**src/rtl/pe_inject_arbiter.sv**
```systemverilog
// Round-robin, credit-gated arbiter that merges NREQ requester flit streams onto one NoC injection port.
// Define PE_INJECT_PKT_LOCK_EN to hold the grant on one requester from a head flit until its tail flit.
module pe_inject_arbiter #(
    parameter int NREQ    = 4,
    parameter int DW      = 20,
    parameter int CREDITS = 7
) (
    input  logic               clk,
    input  logic               rst,
    input  logic [NREQ-1:0]    req,
    input  logic [NREQ*DW-1:0] flit_in,
    output logic [NREQ-1:0]    gnt,
    input  logic               ci,
    output logic [DW-1:0]      dataout,
    output logic               out_valid,
    output logic [2:0]         credit,
    output logic               cr_err
);

    localparam int IW = (NREQ > 1) ? $clog2(NREQ) : 1;
    localparam logic [2:0] CREDIT_MAX = 3'(CREDITS);

    typedef enum logic {
        IDLE   = 1'b0,
        LOCKED = 1'b1
    } state_e;

    state_e          state_q, state_d;
    logic [IW-1:0]   owner_q, owner_d;
    logic [IW-1:0]   last_gnt_q, last_gnt_d;
    logic [2:0]      credit_q, credit_d;
    logic [DW-1:0]   dataout_q, dataout_d;
    logic            out_valid_q, out_valid_d;
    logic            cr_err_q, cr_err_d;

    logic            gnt_any;
    logic            send;
    logic [IW-1:0]   gnt_idx;
    logic [IW-1:0]   cand;
    logic [DW-1:0]   sel_flit;
    logic [1:0]      sel_type;

    // NOTE: every signal written in always_comb gets a default first, so no path can infer a latch.
    always_comb begin
        gnt_any = 1'b0;
        gnt_idx = '0;
        cand    = '0;
        if (credit_q != 3'd0) begin
            if (state_q == LOCKED) begin
                if (req[owner_q]) begin
                    gnt_any = 1'b1;
                    gnt_idx = owner_q;
                end
            end else begin
                for (int off = 1; off <= NREQ; off++) begin
                    cand = IW'((int'(last_gnt_q) + off) % NREQ);
                    if (!gnt_any && req[cand]) begin
                        gnt_any = 1'b1;
                        gnt_idx = cand;
                    end
                end
            end
        end
    end

    // The grant is combinational, so it is also masked while reset is held.
    assign send = gnt_any && rst;

    always_comb begin
        gnt      = '0;
        sel_flit = '0;
        if (send) begin
            gnt[gnt_idx] = 1'b1;
        end
        for (int i = 0; i < NREQ; i++) begin
            if (gnt_idx == IW'(i)) begin
                sel_flit = flit_in[i*DW +: DW];
            end
        end
    end

    assign sel_type = sel_flit[DW-1:DW-2];

    always_comb begin
        credit_d    = credit_q;
        cr_err_d    = cr_err_q;
        out_valid_d = send;
        dataout_d   = send ? sel_flit : dataout_q;
        last_gnt_d  = send ? gnt_idx : last_gnt_q;

        if (send && !ci) begin
            credit_d = credit_q - 3'd1;
        end else if (ci && !send) begin
            // A credit arriving at a full counter is a protocol error, not a wrap.
            if (credit_q == CREDIT_MAX) begin
                cr_err_d = 1'b1;
            end else begin
                credit_d = credit_q + 3'd1;
            end
        end
    end

`ifdef PE_INJECT_PKT_LOCK_EN
    always_comb begin
        state_d = state_q;
        owner_d = owner_q;
        case (state_q)
            IDLE: begin
                if (send && sel_type == 2'b01) begin
                    state_d = LOCKED;
                    owner_d = gnt_idx;
                end
            end
            LOCKED: begin
                if (send && sel_type == 2'b11) begin
                    state_d = IDLE;
                end
            end
            default: state_d = IDLE;
        endcase
    end
`else
    always_comb begin
        state_d = IDLE;
        owner_d = '0;
    end
`endif

    // NOTE: sequential state uses non-blocking assignments so every flop samples pre-edge values.
    always_ff @(posedge clk or negedge rst) begin
        if (!rst) begin
            state_q     <= IDLE;
            owner_q     <= '0;
            last_gnt_q  <= IW'(NREQ - 1);
            credit_q    <= CREDIT_MAX;
            dataout_q   <= '0;
            out_valid_q <= 1'b0;
            cr_err_q    <= 1'b0;
        end else begin
            state_q     <= state_d;
            owner_q     <= owner_d;
            last_gnt_q  <= last_gnt_d;
            credit_q    <= credit_d;
            dataout_q   <= dataout_d;
            out_valid_q <= out_valid_d;
            cr_err_q    <= cr_err_d;
        end
    end

    assign dataout   = dataout_q;
    assign out_valid = out_valid_q;
    assign credit    = credit_q;
    assign cr_err    = cr_err_q;

    logic unused_sel_type;
    assign unused_sel_type = ^sel_type;

endmodule

```
**config.mk**
```make
export PLATFORM = sky130hd
export DESIGN_NAME = pe_inject_arbiter
export DESIGN_NICKNAME = d
export VERILOG_FILES = /design/src/rtl/pe_inject_arbiter.sv
export SDC_FILE = /design/constraint.sdc
export NUM_CORES = 1
export LEC_CHECK = 0
export ABC_AREA = 0
export BUFFER_PORTS_ARGS = -buffer_cell sky130_fd_sc_hd__buf_4
export CORE_MARGIN = 2
export CORE_UTILIZATION = 35
export DETAILED_ROUTE_END_ITERATION = 16
export GPL_TIMING_DRIVEN = 0
export PLACE_DENSITY = 0.77
export SLEW_MARGIN = 20
export SYNTH_ARGS = -nofsm -noshare
export SYNTH_HDL_FRONTEND = slang
export SYNTH_SLANG_ARGS = --single-unit
```
**constraint.sdc**
```tcl
create_clock -name clk -period 5.6 [get_ports clk]
set_input_delay 0.56 -clock clk [delete_from_list [all_inputs] [get_ports clk]]
set_output_delay 0.56 -clock clk [all_outputs]
set_load 0.1 [all_outputs]
```
# Word level (Yosys, flattened, before mapping)
# Cells that the tools add are included.
# word_totals
register_bits	27
input_bits	87
out_inout_bits	29
word_cells	71
# classes
addsub	6
n_lt_le_gt_ge	6
n_eq_ne	5
mux	31
n_bitwise	1
reduce_logical	17
# op_table
cell	n
two-way mux 20 bit	4
less-than comparator 2 x 3 -> 1 bit, second input constant	5
two-way mux 1 bit	13
two-way mux 2 bit	5
two-way mux 3 bit	3
binary-select mux 1 bit (select 2 bit)	4
logical AND 1 bit	7
logical NOT 1 bit	5
adder 2 x 1 -> 2 bit, second input constant	2
adder 2 bit, second input constant	2
equality test 2 bit, second input constant	2
two-way mux 4 bit	1
adder 3 x 1 -> 3 bit, second input constant	1
equality test 3 bit, second input constant	1
AND reduction 3 bit	1
nonzero test 3 bit	1
subtractor 3 x 1 -> 3 bit, second input constant	1
demux 1 bit (select 2 bit)	1
equality test 2 x 1 -> 1 bit, second input constant	1
>= comparator 2 x 1 -> 1 bit, second input constant	1
logical NOT 2 bit	1
!= test 2 bit, second input constant	1
AND reduction 2 bit	1
nonzero test 2 bit	1
NOT 1 bit	1

# Logic depth before layout (Yosys ltp)
# logic_depth
depth_word	22
ltp_mapped	11
mapped_depth_nobuf	9

# Worst setup path before layout
# No wires, ideal clock.
# synth_path
kind	flip-flop to output port
start	reg credit_q[2] (netlist: credit[2])
end	out gnt[2]
arrival_ps	3667
t_required_ps	5040
path_slack_ps	1373
path_stages_with_launch	6
path_buffers	1
cell_sequence	dfstp_2 or3_1 and3_1 clkbuf_1 clkinv_1 nor3_1
# synth_between
elab_chain_len	7
elab_cells_between_ends	10
cone_classes	2 x order compare; 5 x mux; 3 x reduce/logical
# synth_rtl
item	line_no	rtl
start: declaration	31	logic [2:0] credit_q, credit_d;
start signal: assignment	143	credit_q <= credit_d;
nonzero test 3 bit *	48	if (credit_q != 3'd0) begin
two-way mux 2 bit	48	
less-than comparator 2 x 3 -> 1 bit (not written as such) / >= comparator 2 x 1 -> 1 bit (equally long branches)	73	gnt[gnt_idx] = 1'b1;
logical AND 1 bit (not written as such)	73	
two-way mux 1 bit (not written as such)	73	
demux 1 bit (select 2 bit)	73	
two-way mux 4 bit *	72	if (send) begin
end: declaration	12	output logic [NREQ-1:0] gnt,
# Mark *: on every way between the ends. The rest lies on a longest branch, timed or not.

# Worst setup path in the final report
# layout_path
start	reg last_gnt_q[1]
end	out gnt[2]
# layout_between
elab_chain_len	22
elab_cells_between_ends	38
cone_classes	4 x add/sub; 2 x order compare; 24 x mux; 8 x reduce/logical
# layout_rtl
item	line_no	rtl
start: declaration	30	logic [IW-1:0] last_gnt_q, last_gnt_d;
start signal: assignment	134	last_gnt_q <= IW'(NREQ - 1);
start signal: assignment	142	last_gnt_q <= last_gnt_d;
adder 2 x 1 -> 2 bit	56	cand = IW'((int'(last_gnt_q) + off) % NREQ);
binary-select mux 1 bit (select 2 bit)	57	if (!gnt_any && req[cand]) begin
two-way mux 1 bit (not written as such)	57	
two-way mux 1 bit	57	
two-way mux 1 bit	48	
logical NOT 1 bit	57	
logical AND 1 bit	57	
two-way mux 1 bit	57	
[... 6 more ...]	-	
logical AND 1 bit	57	
two-way mux 2 bit	57	
two-way mux 2 bit	48	
less-than comparator 2 x 3 -> 1 bit (not written as such) / >= comparator 2 x 1 -> 1 bit (equally long branches)	73	
logical AND 1 bit (not written as such)	73	
two-way mux 1 bit (not written as such)	73	
demux 1 bit (select 2 bit)	73	
two-way mux 4 bit *	72	
# Mark *: on every way between the ends. The rest lies on a longest branch, timed or not. The select of a mux whose other input is x is not followed.

==> results.sh <==
export IMPL_power_per_cell_area_nw_per_um2=670
export IMPL_most_common_layout_cells="buf_4, o32ai_1, a21oi_1, dfrtp_1, and3_1"
export IMPL_gr_total_overflow=0
export IMPL_final_number_of_max_transition_violations=0
export IMPL_synthesis_area_um2=1840
export IMPL_root_buffer="clkbuf_8"
export IMPL_synth_enable_flop_cells=0
export IMPL_numCtsBuffers=3
export IMPL_detail_route_first_pass_iterations=4
export IMPL_power_leakage_nw=1.29
export IMPL_grtUsageTotal=0.212
export IMPL_mostFrequentLayoutCell="buf_4"
export IMPL_ys_seq_area_frac=0.372
export IMPL_yosysWarnings=0
export IMPL_per_instance_average_area_after_synthesis_um2=9.22
export IMPL_endpoint_kind="output pin"
export IMPL_clk_pin_slew_worst_setup_hold_paths_ns=0.10
export IMPL_routed_wirelength_um=6370
export IMPL_average_detailed_routed_wire_length_per_instance_um=16.4
export IMPL_ant_nets=0
export IMPL_max_cap_viol_count=0
export IMPL_number_of_failing_setup_endpoints_in_the_final_timing_report=0
export IMPL_start_util=0.362
export IMPL_fmaxAchievable_mhz=333
export IMPL_violation_count_after_the_first_detailed_routing_iteration=79
export IMPL_clockBufferDepth=2
export IMPL_avgViaCountPerCell=5.54
export IMPL_die_height_um=76.4
export IMPL_cts_repair_resize_count=0
export IMPL_grt_start_max_net_pins=29
export IMPL_gp_routability_congestion=0.840
export IMPL_hpwlAfterDp_um=4810
export IMPL_synthFlopType="dfrtp_1"
export IMPL_mappedNetlistNets=289
export IMPL_layout_drive_gt1_share=0.418
export IMPL_cts_htree_levels=1
export IMPL_tightestPinTransition_ns=0.554
export IMPL_flip_flop_and_latch_count_after_synthesis=27
export IMPL_rows=26
export IMPL_crit_fanout=10
export IMPL_cp_start_kind="flop"
export IMPL_fin_worst_hold_slack_ns=0.181
export IMPL_cts_num_sinks=27
export IMPL_crit_path_time_final_ns=3.00
export IMPL_rsz0062_at_grt="no"
export IMPL_post_cts_setup_buffer_count=0
export IMPL_area_growth_syn_to_layout_pct=54.3
export IMPL_postSynthCellCount=199
export IMPL_cts_hold_repair_buffers=0
export IMPL_via_count_of_the_first_global_routing_pass=2168
export IMPL_clk_latency_ns=0.27
export IMPL_timing_critical_path_required_ns=5.04
export IMPL_cp_data_arrival_time_ns=2.44
export IMPL_ioPinCount=116
export IMPL_die_area_um2=5840
export IMPL_timing_hold_violations_final=0
export IMPL_holdCritPathClass="in -> async"
export IMPL_num_vias=2151
export IMPL_initial_antenna_violation_count=0
export IMPL_tritoncts="built"
export IMPL_antennaDiodeCount=0
export IMPL_finClkSkew_ns=0.00802
export IMPL_timing_final_crit_share=0.536
export IMPL_post_route_drc_count=0
export IMPL_final_nets=409
export IMPL_port_buffer_count=115
export IMPL_max_slew_margin=0.631
export IMPL_finalSetupTns_ns=0
export IMPL_floorplan_die_width_um=76.4
export IMPL_status="completed"
export IMPL_power_ir_vdd_worst_mv=0.449
export IMPL_core_area_um2=5070
export IMPL_timing_worst_setup_path_type="reg -> out"
export IMPL_async_flop_share=1.00
export IMPL_synth_cell_types=39
export IMPL_grt_pass1_wl_um=10200
path summary, 6_finish.rpt:
path	startpoint	end	slack (ns)	depth (start not counted)
setup / recovery	last_gnt_q[1]$_DFFE_PN1N_	gnt[2]	2.60	7
hold / removal	rst	dataout[13]$_DFFE_PN0N_	0.18	1
setup reg to reg	credit[2]$_DFFE_PN1P_	credit[2]$_DFFE_PN1P_	2.67	11
hold reg to reg	cr_err$_DFFE_PN0P_	cr_err$_DFFE_PN0P_	0.49	1
max in group asynchronous	rst	credit[2]$_DFFE_PN1P_	5.10	1
min in group clk	cr_err$_DFFE_PN0P_	cr_err$_DFFE_PN0P_	0.49	1
cell families (layout without fill, tap and decap cells):
kind of cell / Yosys count / after routing / synth area share
xor+xnor: 1 / 1 / 0.00477
fa+ha+maj: 3 / 3 / 0.0245
flops: 27 / 27 / 0.372
mux: 1 / 1 / 0.00545
simple gates: 42 / 42 / 0.135
buf+inv: 28 / 147 / 0.0695
compound gates: 97 / 97 / 0.389
flip-flops by register name, summed over array words and instances (netlist names):
signal,cells
cr_err,1
dataout,20
credit,3
last_gnt_q,2
out_valid,1
per-stage QoR:
step | instance area, µm² | instances | setup slack, ns | util | total power [mW]
detailed placement | 2790 | 384 | 2.41 | 0.549 | 1.78
global route | 2830 | 388 | 2.38 | 0.558 | 2.00
CTS | 2830 | 388 | 2.61 | 0.558 | 1.90
finish | 2830 | 388 | 2.60 | 0.558 | 1.90
floorplan | 1840 | 199 | 1.37 | - | 1.45
global placement | 2790 | 384 | 2.49 | 0.549 | 1.77
layer usage:
layer  part of all wire  wire length [µm]  up-vias  GRT usage
li1                   -                 -     1037          -
met1               0.44              2830     1037      0.275
met2               0.49              3120       67      0.365
met3              0.049               314       10     0.0415
met4              0.016                99        0     0.0473
met5                  0                 0        -          0
report_power, final:
group	switching, mW	internal [mW]	leakage, nW
Clock	0.0625	0.0498	0.0255
Sequential	0.0723	0.304	0.296
Combinational	1.04	0.364	0.972
critical path: stages (launching register included):
cell	delay, ns
dfstp_2	0.60
mux2i_1	0.19
o22ai_1	0.13
or2_2	0.28
clkbuf_1	0.14
clkbuf_1	0.26
nor3_1	0.23
buf_4	0.32
cell type report:
| type | instances | area [µm²] |
|---|---|---|
| plain buffers | 22 | 105 |
| clock buffers | 3 | 41.3 |
| clock inverters | 1 | 5.00 |
| fillers | 516 | 2240 |
| inverters | 6 | 22.5 |
| multi-input cells | 144 | 1030 |
| flip-flops and latches | 27 | 682 |
| well taps | 70 | 87.6 |
| repair buffers | 115 | 863 |
cells in the mapped netlist, drive strengths merged (2+ instances only):
cell | n | area, µm²
o22ai | 3 | 18.8
inv | 5 | 18.8
a21oi | 22 | 110
ha | 2 | 25.0
nor3 | 2 | 10.0
nand2b | 2 | 12.5
or2 | 2 | 12.5
clkbuf | 18 | 68.8
nand2 | 4 | 15.0
nor2 | 4 | 15.0
o31ai | 2 | 15.0
buf | 4 | 36.3
dfrtp | 22 | 551
o21ai | 5 | 25.0
o32ai | 38 | 333
and3 | 21 | 131
a211oi | 2 | 15.0
dfstp | 5 | 131
or4 | 2 | 15.0
a21boi | 19 | 143
No activity file was read; power rests on OpenSTA's default activity.
